## src/rtl/uart_tx_scheduler_if.sv

```systemverilog
// Requester-side byte-stream bundle for uart_tx_scheduler: per-requester
// valid/last/data toward the scheduler, one-hot ready back.
interface uart_tx_scheduler_if #(
  parameter int unsigned N_REQ = 4
);
  logic [N_REQ-1:0]   req_valid;
  logic [N_REQ-1:0]   req_last;
  logic [8*N_REQ-1:0] req_data;
  logic [N_REQ-1:0]   req_ready;

  modport master (output req_valid, output req_last, output req_data, input req_ready);
  modport slave  (input req_valid, input req_last, input req_data, output req_ready);
endinterface

```

## src/rtl/uart_tx_scheduler.sv

```systemverilog
// Round-robin sequencer sharing one uart TX FIFO among N_REQ byte streams.
// Define UART_SCHED_PRIO_EN to give requester 0 absolute priority at arbitration.
module uart_tx_scheduler #(
  parameter int unsigned N_REQ        = 4,
  parameter int unsigned MAX_BURST    = 16,
  parameter int unsigned IDLE_TIMEOUT = 8
) (
  input  logic                     clk,
  input  logic                     rst_n,
  uart_tx_scheduler_if.slave       req_if,
  input  logic                     uart_fifo_full,
  output logic [7:0]               pc_in_t,
  output logic                     wr_en,
  output logic                     start_tx,
  output logic [$clog2(N_REQ)-1:0] grant_id,
  output logic                     busy
);
  localparam int unsigned GW = $clog2(N_REQ);
  localparam int unsigned BW = $clog2(MAX_BURST + 1);
  localparam int unsigned TW = $clog2(IDLE_TIMEOUT + 1);
  localparam logic [BW-1:0] BCAP = BW'(MAX_BURST - 1);
  localparam logic [TW-1:0] TCAP = TW'(IDLE_TIMEOUT - 1);

  localparam logic [1:0] S_IDLE = 2'd0;
  localparam logic [1:0] S_XFER = 2'd1;
  localparam logic [1:0] S_KICK = 2'd2;

  logic [1:0]    state;
  logic [BW-1:0] bcnt;
  logic [TW-1:0] tcnt;
  logic          own_valid;
  logic          own_last;
  logic          found;
  logic [GW-1:0] pick;
  logic [GW-1:0] idx;

  assign busy = (state != S_IDLE);

  always_comb begin
    own_valid        = req_if.req_valid[grant_id];
    own_last         = req_if.req_last[grant_id];
    req_if.req_ready = '0;
    wr_en            = 1'b0;
    pc_in_t          = '0;
    if (state == S_XFER) begin
      req_if.req_ready[grant_id] = ~uart_fifo_full;
      wr_en                      = own_valid & ~uart_fifo_full;
      pc_in_t                    = req_if.req_data[{grant_id, 3'b000} +: 8];
    end
  end

  // Search starts one past the last owner so every requester gets a turn.
  always_comb begin
    found = 1'b0;
    pick  = grant_id;
    idx   = '0;
    for (int unsigned i = 1; i <= N_REQ; i++) begin
      idx = GW'((32'(grant_id) + i) % N_REQ);
      if (!found && req_if.req_valid[idx]) begin
        found = 1'b1;
        pick  = idx;
      end
    end
`ifdef UART_SCHED_PRIO_EN
    if (req_if.req_valid[0]) begin
      found = 1'b1;
      pick  = '0;
    end
`else
`endif
  end

  always_ff @(posedge clk or negedge rst_n) begin
    if (!rst_n) begin
      state    <= S_IDLE;
      grant_id <= GW'(N_REQ - 1);
      bcnt     <= '0;
      tcnt     <= '0;
      start_tx <= 1'b0;
    end else begin
      start_tx <= 1'b0;
      case (state)
        S_IDLE: begin
          if (found) begin
            grant_id <= pick;
            state    <= S_XFER;
          end
        end
        S_XFER: begin
          if (wr_en) begin
            bcnt <= bcnt + 1'b1;
            tcnt <= '0;
            if (own_last || bcnt == BCAP) begin
              state    <= S_KICK;
              start_tx <= 1'b1;
            end
          end else if (!own_valid) begin
            // A stall (valid high, FIFO full) leaves the timeout untouched.
            if (tcnt == TCAP) begin
              tcnt     <= '0;
              state    <= (bcnt != '0) ? S_KICK : S_IDLE;
              start_tx <= (bcnt != '0);
            end else begin
              tcnt <= tcnt + 1'b1;
            end
          end
        end
        S_KICK: begin
          bcnt  <= '0;
          tcnt  <= '0;
          state <= S_IDLE;
        end
        default: state <= S_IDLE;
      endcase
    end
  end
endmodule
```

## src/flat_wrapper.sv

```systemverilog
// flat-port wrapper written by rule: the top's interface ports become plain ports
module uart_tx_scheduler_flat 
#(
  parameter int unsigned N_REQ        = 4,
  parameter int unsigned MAX_BURST    = 16,
  parameter int unsigned IDLE_TIMEOUT = 8
)
  (clk, rst_n, uart_fifo_full, pc_in_t, wr_en, start_tx, grant_id, busy, req_if_req_valid, req_if_req_last, req_if_req_data, req_if_req_ready);
  uart_tx_scheduler_if #(.N_REQ(N_REQ)) req_if_i ();
  input  logic clk;
  input  logic rst_n;
  input  logic uart_fifo_full;
  output logic [7:0] pc_in_t;
  output logic wr_en;
  output logic start_tx;
  output logic [$clog2(N_REQ)-1:0] grant_id;
  output logic busy;
  input wire logic [$bits(req_if_i.req_valid)-1:0] req_if_req_valid;
  input wire logic [$bits(req_if_i.req_last)-1:0] req_if_req_last;
  input wire logic [$bits(req_if_i.req_data)-1:0] req_if_req_data;
  output wire logic [$bits(req_if_i.req_ready)-1:0] req_if_req_ready;
  assign req_if_i.req_valid = req_if_req_valid;
  assign req_if_i.req_last = req_if_req_last;
  assign req_if_i.req_data = req_if_req_data;
  assign req_if_req_ready = req_if_i.req_ready;
  uart_tx_scheduler #(.N_REQ(N_REQ), .MAX_BURST(MAX_BURST), .IDLE_TIMEOUT(IDLE_TIMEOUT)) u_core (.clk(clk), .rst_n(rst_n), .req_if(req_if_i), .uart_fifo_full(uart_fifo_full), .pc_in_t(pc_in_t), .wr_en(wr_en), .start_tx(start_tx), .grant_id(grant_id), .busy(busy));
endmodule
```

## config.mk

```make
export PLATFORM = sky130hd
export DESIGN_NAME = uart_tx_scheduler_flat
export DESIGN_NICKNAME = d
export VERILOG_FILES = /design/src/rtl/uart_tx_scheduler_if.sv /design/src/rtl/uart_tx_scheduler.sv /design/src/flat_wrapper.sv
export SDC_FILE = /design/constraint.sdc
export NUM_CORES = 1
export LEC_CHECK = 0
export CAP_MARGIN = 5
export CORE_MARGIN = 2
export CORE_UTILIZATION = 48
export CTS_BUF_LIST = sky130_fd_sc_hd__clkbuf_4 sky130_fd_sc_hd__clkbuf_8
export CTS_CLUSTER_SIZE = 30
export DETAILED_ROUTE_END_ITERATION = 8
export PLACE_DENSITY = 0.89
export SLEW_MARGIN = 20
export SYNTH_ARGS = -nofsm -noshare
export SYNTH_HDL_FRONTEND = slang
export SYNTH_SLANG_ARGS = --single-unit
```

## constraint.sdc

```tcl
create_clock -name clk -period 3.7 [get_ports clk]
set_input_delay 0.74 -clock clk [delete_from_list [all_inputs] [get_ports clk]]
set_output_delay 0.74 -clock clk [all_outputs]
set_load 0.03 [all_outputs]
```

==> metrics, run 1 <==
postcts setup bufs 0; initial antenna violation count 0; Worst Hold Class reg2reg; top_reg_cell synth dfrtp_1; pre-CTS WS 0.2607 ns; wire per inst 15.92 µm; Hold Violations, Final 0; Seq cells post-synth 14; main combinational cell family by area after synthesis multiplexers; Final Power 1.548 mW; DRC viols 0; gr ovfl total 0; Clk Latency, worst-skew pair 0.28 ns; fin crit share 93.14%; peak supply drop 637.3 µV; run status complete, no violations; Max-Cap Viols 0; post-cts repair resize count 0; Post-synth EDFFs 0; antenna cells 0; Worst-path clk slew 0.09 ns; yosys warns 0; XOR/XNOR share of the synthesized area 0.6140%; CTS Root Cell clkbuf_4; kind of end point of the critical path output pin; area fraction in compound gates after synthesis 16.14%; Post-Synth Adder-Cell Area 9.649%; post-synthesis simple-gate area fraction 19.30%; crit path max fanout 9; hold_ws 0.4824 ns; slew margin rel. 57.90%; multiplexer share of the synthesized area 22.11%; Total Neg Setup Slack 0 ns; die area 3423 µm²; Hold Buf Count CTS 0; Worst EP arrival 2.71 ns; fin cells 239; area grow syn2layout 45.00%; Syn Area/Cell 9.573 µm²; gr usage total 23.67%; Max Clk Rate 290.2 MHz; DP HPWL 3.070 mm; library cells used by synthesis 42; total CTS buffers 3; Max H-tree Level 1; Via Count 1,376; Via density 5.757; leakage power 0.8653 nW; die extent in y 58.51 µm; Crit Path Class in2out; share of cells above drive strength 1 14.42%; number of global-route vias before repair 1,372; RSZ-0062 raised after global routing no; Placer Congestion 0.8844; # rows 19; worst slew pin tran 0.6296 ns; Top-Level Pins 60; CTS Sinks 14; synthesized net count 203; CP Launch Type input pin; Fin Clk Skew 0.005251 ns; CP required 2.96 ns; Final min period 3.446 ns; worst-case clock buffer depth 2; antenna viol nets, final 0; sequential fraction of the synthesis area 24.74%; Routed WL 3.805 mm; dpl cell area 2032 µm²; Pins Over Slew Limit 0; largest net degree at the start of global routing 15; Final Instance Area 2068 µm²; final setup fails 0; Initial DRC Count 73; Core Footprint 2781 µm²; Nets 263; Cells after DPL 235; Post-Synthesis Cells 149; power density over cell area 748.5 nW/µm²; setup slack after layout 0.2537 ns; Async S/R FF share, synth 100.0%; Pre-Repair DR Iteration Count 4; starting density of the core 51.28%; final design utilization 74.36%; Die Width 58.51 µm; CTS tree done; global-route wire length before repair 6.258 mm; Cell Area, Synth 1426 µm²; PortBufs 59
==> logic make-up (layout without fill, tap and decap cells) <==
logic type | after synthesis | count (layout)
compound gates | 33 | 33
simple gates | 51 | 51
fa+ha+maj | 11 | 11
flops | 14 | 14
mux | 17 | 17
buf+inv | 22 | 81
xor+xnor | 1 | 1
==> placed cells by master (no fill, tap or decap), drive strengths merged, types with 6 or more instances in the layout <==
cell type       n
a21oi           6
and2           12
clkdlybuf4s50  59
dfrtp          12
ha             11
inv            14
mux4           11
nand2          12
nand3           6
nor2            6
o21ai          12
==> final timing paths <==
kind | from | end | slack (ns) | cells past startpoint
min | u_core.tcnt[3] | u_core.tcnt[3] | 0.48 | 1
min in group asynchronous | rst_n | u_core.bcnt[1] | 0.84 | 1
max reg2reg | u_core.grant_id[0] | u_core.grant_id[1] | 1.21 | 7
max in group asynchronous | rst_n | u_core.state[0] | 2.45 | 1
min reg2reg | u_core.tcnt[3] | u_core.tcnt[3] | 0.48 | 1
max | req_if_req_valid[2] | wr_en | 0.25 | 5
==> flip-flops by register name, indices dropped and copies added (netlist names) <==
signal,count
u_core.bcnt,5
u_core.start_tx,1
u_core.tcnt,4
u_core.state,2
u_core.grant_id,2
==> power by group <==
group          switching [mW]  internal [mW]  total, mW
sequential              0.100          0.224      0.324
combinational           0.579          0.535       1.11
clock                  0.0504         0.0598      0.110
==> cell usage after synthesis, types with 2 or more instances <==
cell      number  area share, %
mux4_2        11             17
nand3b_1       3            1.6
ha_1          11            9.6
a21oi_1        6            2.1
dfrtp_1       12             21
clkbuf_1       3           0.79
o41ai_1        2            1.2
nand2_1       11            2.9
o21ai_0        8            2.8
nor2b_1        3            1.3
nor3b_1        2            1.1
o21ai_1        4            1.4
o31ai_1        3            1.6
and2_1        12            5.3
inv_1         12            3.2
nor2_1         6            1.6
inv_2          2           0.53
mux2_2         2            1.6
buf_6          2            1.6
mux2i_1        3            2.1
nand3_1        6            2.1
dfstp_2        2            3.7
buf_4          2            1.1
nor3_1         3            1.1
==> critical path, cell delays in order <==
cell	delay [ns]
clkdlybuf4s50_1	0.50
mux4_2	0.59
nand2_2	0.16
inv_2	0.10
clkdlybuf4s50_1	0.61
==> layout make-up <==
cell class,count,area (µm²)
multi-input combinational,113,967.2
fill,196,713.2
timing repair buffer,63,620.6
sequential,14,352.8
inverter,14,52.55
tap,31,38.79
clock buffer,4,36.28
==> per-layer routing <==
layer  share of wire [%]  vias up  track usage, %  wire (µm)
li1                    -      663               -          -
met5                   0        -               0          0
met1                  41      654           28.33       1574
met4                 1.7        0           6.977         63
met3                 4.8        6           4.176        183
met2                  52       53           43.02       1984
No activity file was read; power rests on OpenSTA's default activity.
==> run 2, diff against run 1 <==
==> constraint.sdc (replaced) <==
create_clock -name clk -period 3.7 [get_ports clk]
set_input_delay 0.37 -clock clk [delete_from_list [all_inputs] [get_ports clk]]
set_output_delay 0.37 -clock clk [all_outputs]
set_load 0.03 [all_outputs]
==> metrics, run 2 (synthesis results as in run 1) <==
run status complete, no violations; DRC viols 0 (unchanged); antenna cells 0 (unchanged); initial antenna violation count 0 (unchanged); CTS tree done; Max-Cap Viols 0 (unchanged); CTS Root Cell clkbuf_4; most frequent cells in the layout clkdlybuf4s50_1, inv_1, and2_1, dfrtp_1; Hold Violations, Final 0 (unchanged); Clk Latency, worst-skew pair 0.29 ns (about the same); switching share of power 47.57% (+0.46 points); gr usage total 25.30% (+1.6 points); pre-CTS WS 0.9108 ns (+0.6501 ns); Worst EP arrival 2.77 ns (+0.06 ns); Top-Level Pins 60 (unchanged); total CTS buffers 3 (unchanged); DP HPWL 2.928 mm (-4.6%); # rows 19 (unchanged); setup slack after layout 0.5568 ns (+0.3031 ns); max reg flops 5 (unchanged); wire per inst 16.27 µm (+2.2%); Total Neg Setup Slack 0 ns (unchanged); Via Count 1,415 (+2.8%); Seq pwr share 23.5% (+2.6 points); Crit Path Class reg2out; Internal 0.8082 mW (-1.3%); CP required 3.33 ns (+0.37 ns); Worst Hold Class in2async; Psw 0.7332 mW (+0.53%); RSZ-0062 raised after global routing no; postcts setup bufs 0 (unchanged); post-cts repair resize count 0 (unchanged); Fin Clk Skew 0.01049 ns (+0.005240 ns); crit path max fanout 23 (+14); leading cell type in the layout, fill and taps excluded clkdlybuf4s50_1; kind of end point of the critical path output pin; Final min period 3.143 ns (-0.3031 ns); final setup fails 0 (unchanged); Critical-path top delay cell dfstp_2; Nets 259 (-1.5%); peak supply drop 543.0 µV (-15%); Die Width 58.51 µm (unchanged); PortBufs 59 (unchanged); starting density of the core 51.28% (unchanged); Hold Buf Count CTS 0 (unchanged); Pins Over Slew Limit 0 (unchanged); Max Clk Rate 318.1 MHz (+9.6%); CTS Sinks 14 (unchanged); fin crit share 84.95% (-8.2 points); Routed WL 3.824 mm (+0.50%); die area 3423 µm² (unchanged); global-route wire length before repair 6.644 mm (+6.2%); area grow syn2layout 42.89%; Placer Congestion 0.8339 (-5.7%); share of cells above drive strength 1 12.75% (-1.7 points); Clock power frac 7.5% (+0.4 points); number of global-route vias before repair 1,439 (+4.9%); die extent in y 58.51 µm (unchanged); largest net degree at the start of global routing 24 (+9); leakage power 0.8462 nW (-2.2%); CP Launch Type flip-flop; Pre-Repair DR Iteration Count 4 (unchanged); Comb power frac 69.0% (-2.9 points); Reg with most FFs u_core.bcnt; Worst path max stage delay 0.90 ns (+0.29 ns); Largest regs u_core.bcnt: 5 flops, u_core.tcnt: 4 flops; Core Footprint 2781 µm² (unchanged); critical path, cell by cell mux4_2 > nand2_2 > inv_2 > clkdlybuf4s50_1; power density over cell area 756.2 nW/µm² (+1.0%); Max H-tree Level 1 (unchanged); worst slew pin tran 0.6340 ns (+0.004378 ns); slew margin rel. 57.60% (-0.29 points); Via density 6.021 (+4.6%); Initial DRC Count 60 (-18%); Worst-path clk slew 0.10 ns (about the same); worst-case clock buffer depth 2 (unchanged); gr ovfl total 0 (unchanged); antenna viol nets, final 0 (unchanged)
## run 2: cell types whose count changed in the layout (fill, tap and decap cells not counted)
cell   change
buf_4      -4
## run 2: worst paths after layout
kind                                          from            endpoint  slack (ns)  cells past startpoint
worst min register to register      u_core.tcnt[3]      u_core.tcnt[3]        0.48                      1
max in group asynchronous                    rst_n     u_core.state[0]        2.82                      1
min in group clk                    u_core.tcnt[3]      u_core.tcnt[3]        0.48                      1
worst max-delay path            u_core.grant_id[0]               wr_en        0.56                      4
worst min-delay path                         rst_n      u_core.bcnt[2]        0.46                      1
worst max register to register  u_core.grant_id[0]  u_core.grant_id[1]        1.25                      6
## run 2: per-layer routing
metal | wire, µm | GRT usage (%) | vias up
met5 | 0 | 0 | -
met4 | 142 | 11.63 | 0
met3 | 215 | 5.275 | 18
met2 | 1935 | 41.41 | 70
met1 | 1531 | 32.06 | 672
li1 | - | - | 655
## run 2: metrics by stage
step	util, %	instance area, µm²	total power, mW	cells	hold slack (ns)
floorplan	-	1426	1.106	149	0.07441
global placement	71.97	2002	1.370	231	0.4617
detailed placement	71.97	2002	1.411	231	0.4656
CTS	73.28	2038	1.539	235	0.4792
global route	73.28	2038	1.663	235	0.4982
finish	73.28	2038	1.541	235	0.4568
## run 2: power by group through the flow
stage | Clock, mW | Combinational, mW | Sequential (mW)
6_report | 0.116 | 1.06 | 0.362
5_1_grt | 0.122 | 1.16 | 0.382
4_1_cts | 0.116 | 1.06 | 0.363
3_5_place_dp | 0 | 1.05 | 0.364
3_3_place_gp | 0 | 1.01 | 0.356
2_1_floorplan | 0 | 0.805 | 0.301
## run 2: layout make-up
| type | count | area, µm² |
|---|---|---|
| tap | 31 | 38.79 |
| timing repair buffer | 59 | 590.6 |
| multi-input combinational | 113 | 967.2 |
| sequential | 14 | 352.8 |
| clock buffer | 4 | 36.28 |
| inverter | 14 | 52.55 |
| fill | 202 | 743.2 |
## run 2: worst max-delay path, delay by kind of cell (launching register included)
kind / cells / cell delay (ns)
DFF: 1 / 0.90
buffers and inverters: 2 / 0.71
muxes: 1 / 0.67
and+or+nand+nor: 1 / 0.18
==> run 3, diff against run 2 <==
--- a/config.mk
+++ b/config.mk
@@ -7,11 +7,11 @@
 export LEC_CHECK = 0
 export CAP_MARGIN = 5
 export CORE_MARGIN = 2
-export CORE_UTILIZATION = 48
+export CORE_UTILIZATION = 44
 export CTS_BUF_LIST = sky130_fd_sc_hd__clkbuf_4 sky130_fd_sc_hd__clkbuf_8
 export CTS_CLUSTER_SIZE = 30
 export DETAILED_ROUTE_END_ITERATION = 8
-export PLACE_DENSITY = 0.89
+export PLACE_DENSITY = 0.82
 export SLEW_MARGIN = 20
 export SYNTH_ARGS = -nofsm -noshare
 export SYNTH_HDL_FRONTEND = slang
==> constraint.sdc (replaced) <==
create_clock -name clk -period 3.1 [get_ports clk]
set_input_delay 0.31 -clock clk [delete_from_list [all_inputs] [get_ports clk]]
set_output_delay 0.31 -clock clk [all_outputs]
set_load 0.03 [all_outputs]
==> metrics, run 3 (synthesis results as in run 1) <==
setup slack after layout 0.2268 ns (-0.3300 ns); gr usage total 20.79% (-4.5 points); max reg flops 5 (unchanged); die extent in y 60.94 µm (+4.1%); Seq pwr share 21.2% (-2.3 points); share of cells above drive strength 1 13.17% (+0.43 points); CP required 2.79 ns (-0.54 ns); CTS Root Cell clkbuf_4; CP Launch Type flip-flop; power density over cell area 875.6 nW/µm² (+16%); Psw 0.8514 mW (+16%); starting density of the core 46.34% (-4.9 points); crit path max fanout 14 (-39%); Die Width 60.94 µm (+4.1%); Clock power frac 5.7% (-1.8 points); total CTS buffers 3 (unchanged); RR Startpoint u_core.grant_id[0]; Comb power frac 73.1% (+4.1 points); pre-CTS WS 0.4479 ns (-0.4629 ns); Crit Path Class reg2out; antenna cells 0 (unchanged); post-cts repair resize count 0 (unchanged); Fin Clk Skew 0.01224 ns (+0.001752 ns); Max Clk Rate 348.0 MHz; kind of end point of the critical path output pin; Internal 0.9486 mW (+17%); gr ovfl total 0 (unchanged); area grow syn2layout 44.12%; Pins Over Slew Limit 0 (unchanged); Clk Latency, worst-skew pair 0.28 ns (about the same); initial antenna violation count 0 (unchanged); most frequent cells in the layout clkdlybuf4s50_1, inv_1, and2_1, dfrtp_1; worst-case clock buffer depth 2 (unchanged); switching share of power 47.30% (-0.27 points); RSZ-0062 raised after global routing no; Reg with most FFs u_core.bcnt; Final min period 2.873 ns; Core Footprint 3078 µm² (+11%); peak supply drop 524.4 µV (-3.4%); Max-Cap Viols 0 (unchanged); Routed WL 3.545 mm (-7.3%); Initial DRC Count 100 (+67%); Nets 261 (+0.77%); Hold Violations, Final 0 (unchanged); CTS Sinks 14 (unchanged); leading cell type in the layout, fill and taps excluded clkdlybuf4s50_1; Via density 5.369 (-11%); Pre-Repair DR Iteration Count 4 (unchanged); number of global-route vias before repair 1,323 (-8.1%); Critical Path Start u_core.state[1]; Worst-path clk slew 0.09 ns (about the same); die area 3713 µm² (+8.5%); largest net degree at the start of global routing 15 (-38%); Hold Buf Count CTS 0 (unchanged); Placer Congestion 0.8913 (+6.9%); slew margin rel. 58.94% (+1.3 points); CTS tree done; Final Power 1.800 mW (+17%); Worst EP arrival 2.56 ns (-0.21 ns); Largest regs u_core.bcnt: 5 flops, u_core.tcnt: 4 flops; run status complete, no violations; worst slew pin tran 0.6140 ns (-0.01996 ns); leakage power 0.8485 nW (+0.27%); fin crit share 92.69%; # rows 20 (+1); DP HPWL 2.932 mm (+0.12%); Worst Hold Class in2async; wire per inst 14.24 µm (-13%); global-route wire length before repair 5.920 mm (-11%); register-to-register setup slack 0.57 ns (-0.68 ns); PortBufs 59 (unchanged); antenna viol nets, final 0 (unchanged); Total Neg Setup Slack 0 ns (unchanged); postcts setup bufs 0 (unchanged); DRC viols 0 (unchanged); Top-Level Pins 60 (unchanged); final setup fails 0 (unchanged); Max H-tree Level 1 (unchanged); final design utilization 66.79% (-6.5 points); Via Count 1,337 (-5.5%); Fillers 241 (+19%)
run 3: changes by cell type in the layout (fill, tap and decap cells not counted), sizes merged:
cell | previous run | this run
clkbuf | 4 | 3
buf | 0 | 2
run 3: worst max-delay path, stage by stage (launching register included):
cell and delay, ns:
dfrtp_1 0.41, inv_1 0.08, ha_1 0.40, nor2b_1 0.36, nand2_2 0.16, inv_2 0.16, clkdlybuf4s50_1 0.69
run 3: power groups by stage:
stage,Combinational [mW],Clock [mW],Sequential [mW]
after detailed placement,1.32,0,0.385
after global routing,1.43,0.113,0.402
after CTS,1.32,0.104,0.383
after floorplan,0.960,0,0.359
after global placement,1.28,0,0.380
final,1.32,0.103,0.382
run 3: through the flow:
stage               instances  area (µm²)  hold slack, ns
floorplan                 149        1426         0.01441
global placement          246        2033          0.4642
detailed placement        246        2033          0.4770
CTS                       249        2056          0.4260
global route              249        2056          0.4592
finish                    249        2056          0.4074
run 3: layer usage:
metal	vias up	global-route usage, %	wire, µm
li1	657	-	-
met1	651	27.09	1583
met2	29	37.63	1846
met3	0	3.198	115
met4	0	2.174	0
met5	-	0	0
run 3: path summary, 6_finish.rpt:
| kind | end | cells after the start |
|---|---|---|
| max | wr_en | 6 |
| min | u_core.bcnt[1] | 1 |
| max reg2reg | u_core.grant_id[1] | 7 |
| min reg2reg | u_core.tcnt[3] | 1 |
| max in group asynchronous | u_core.tcnt[3] | 1 |
| min in group clk | u_core.tcnt[3] | 1 |
run 3: final cells by class:
cell class,count,area [µm²],share of cell area (%)
Tap cell,44,55.05,2.678
Inverter,14,52.55,2.556
Sequential cell,14,352.8,17.16
Clock buffer,3,22.52,1.096
Timing Repair Buffer,61,605.6,29.46
Multi-Input combinational cell,113,967.2,47.05
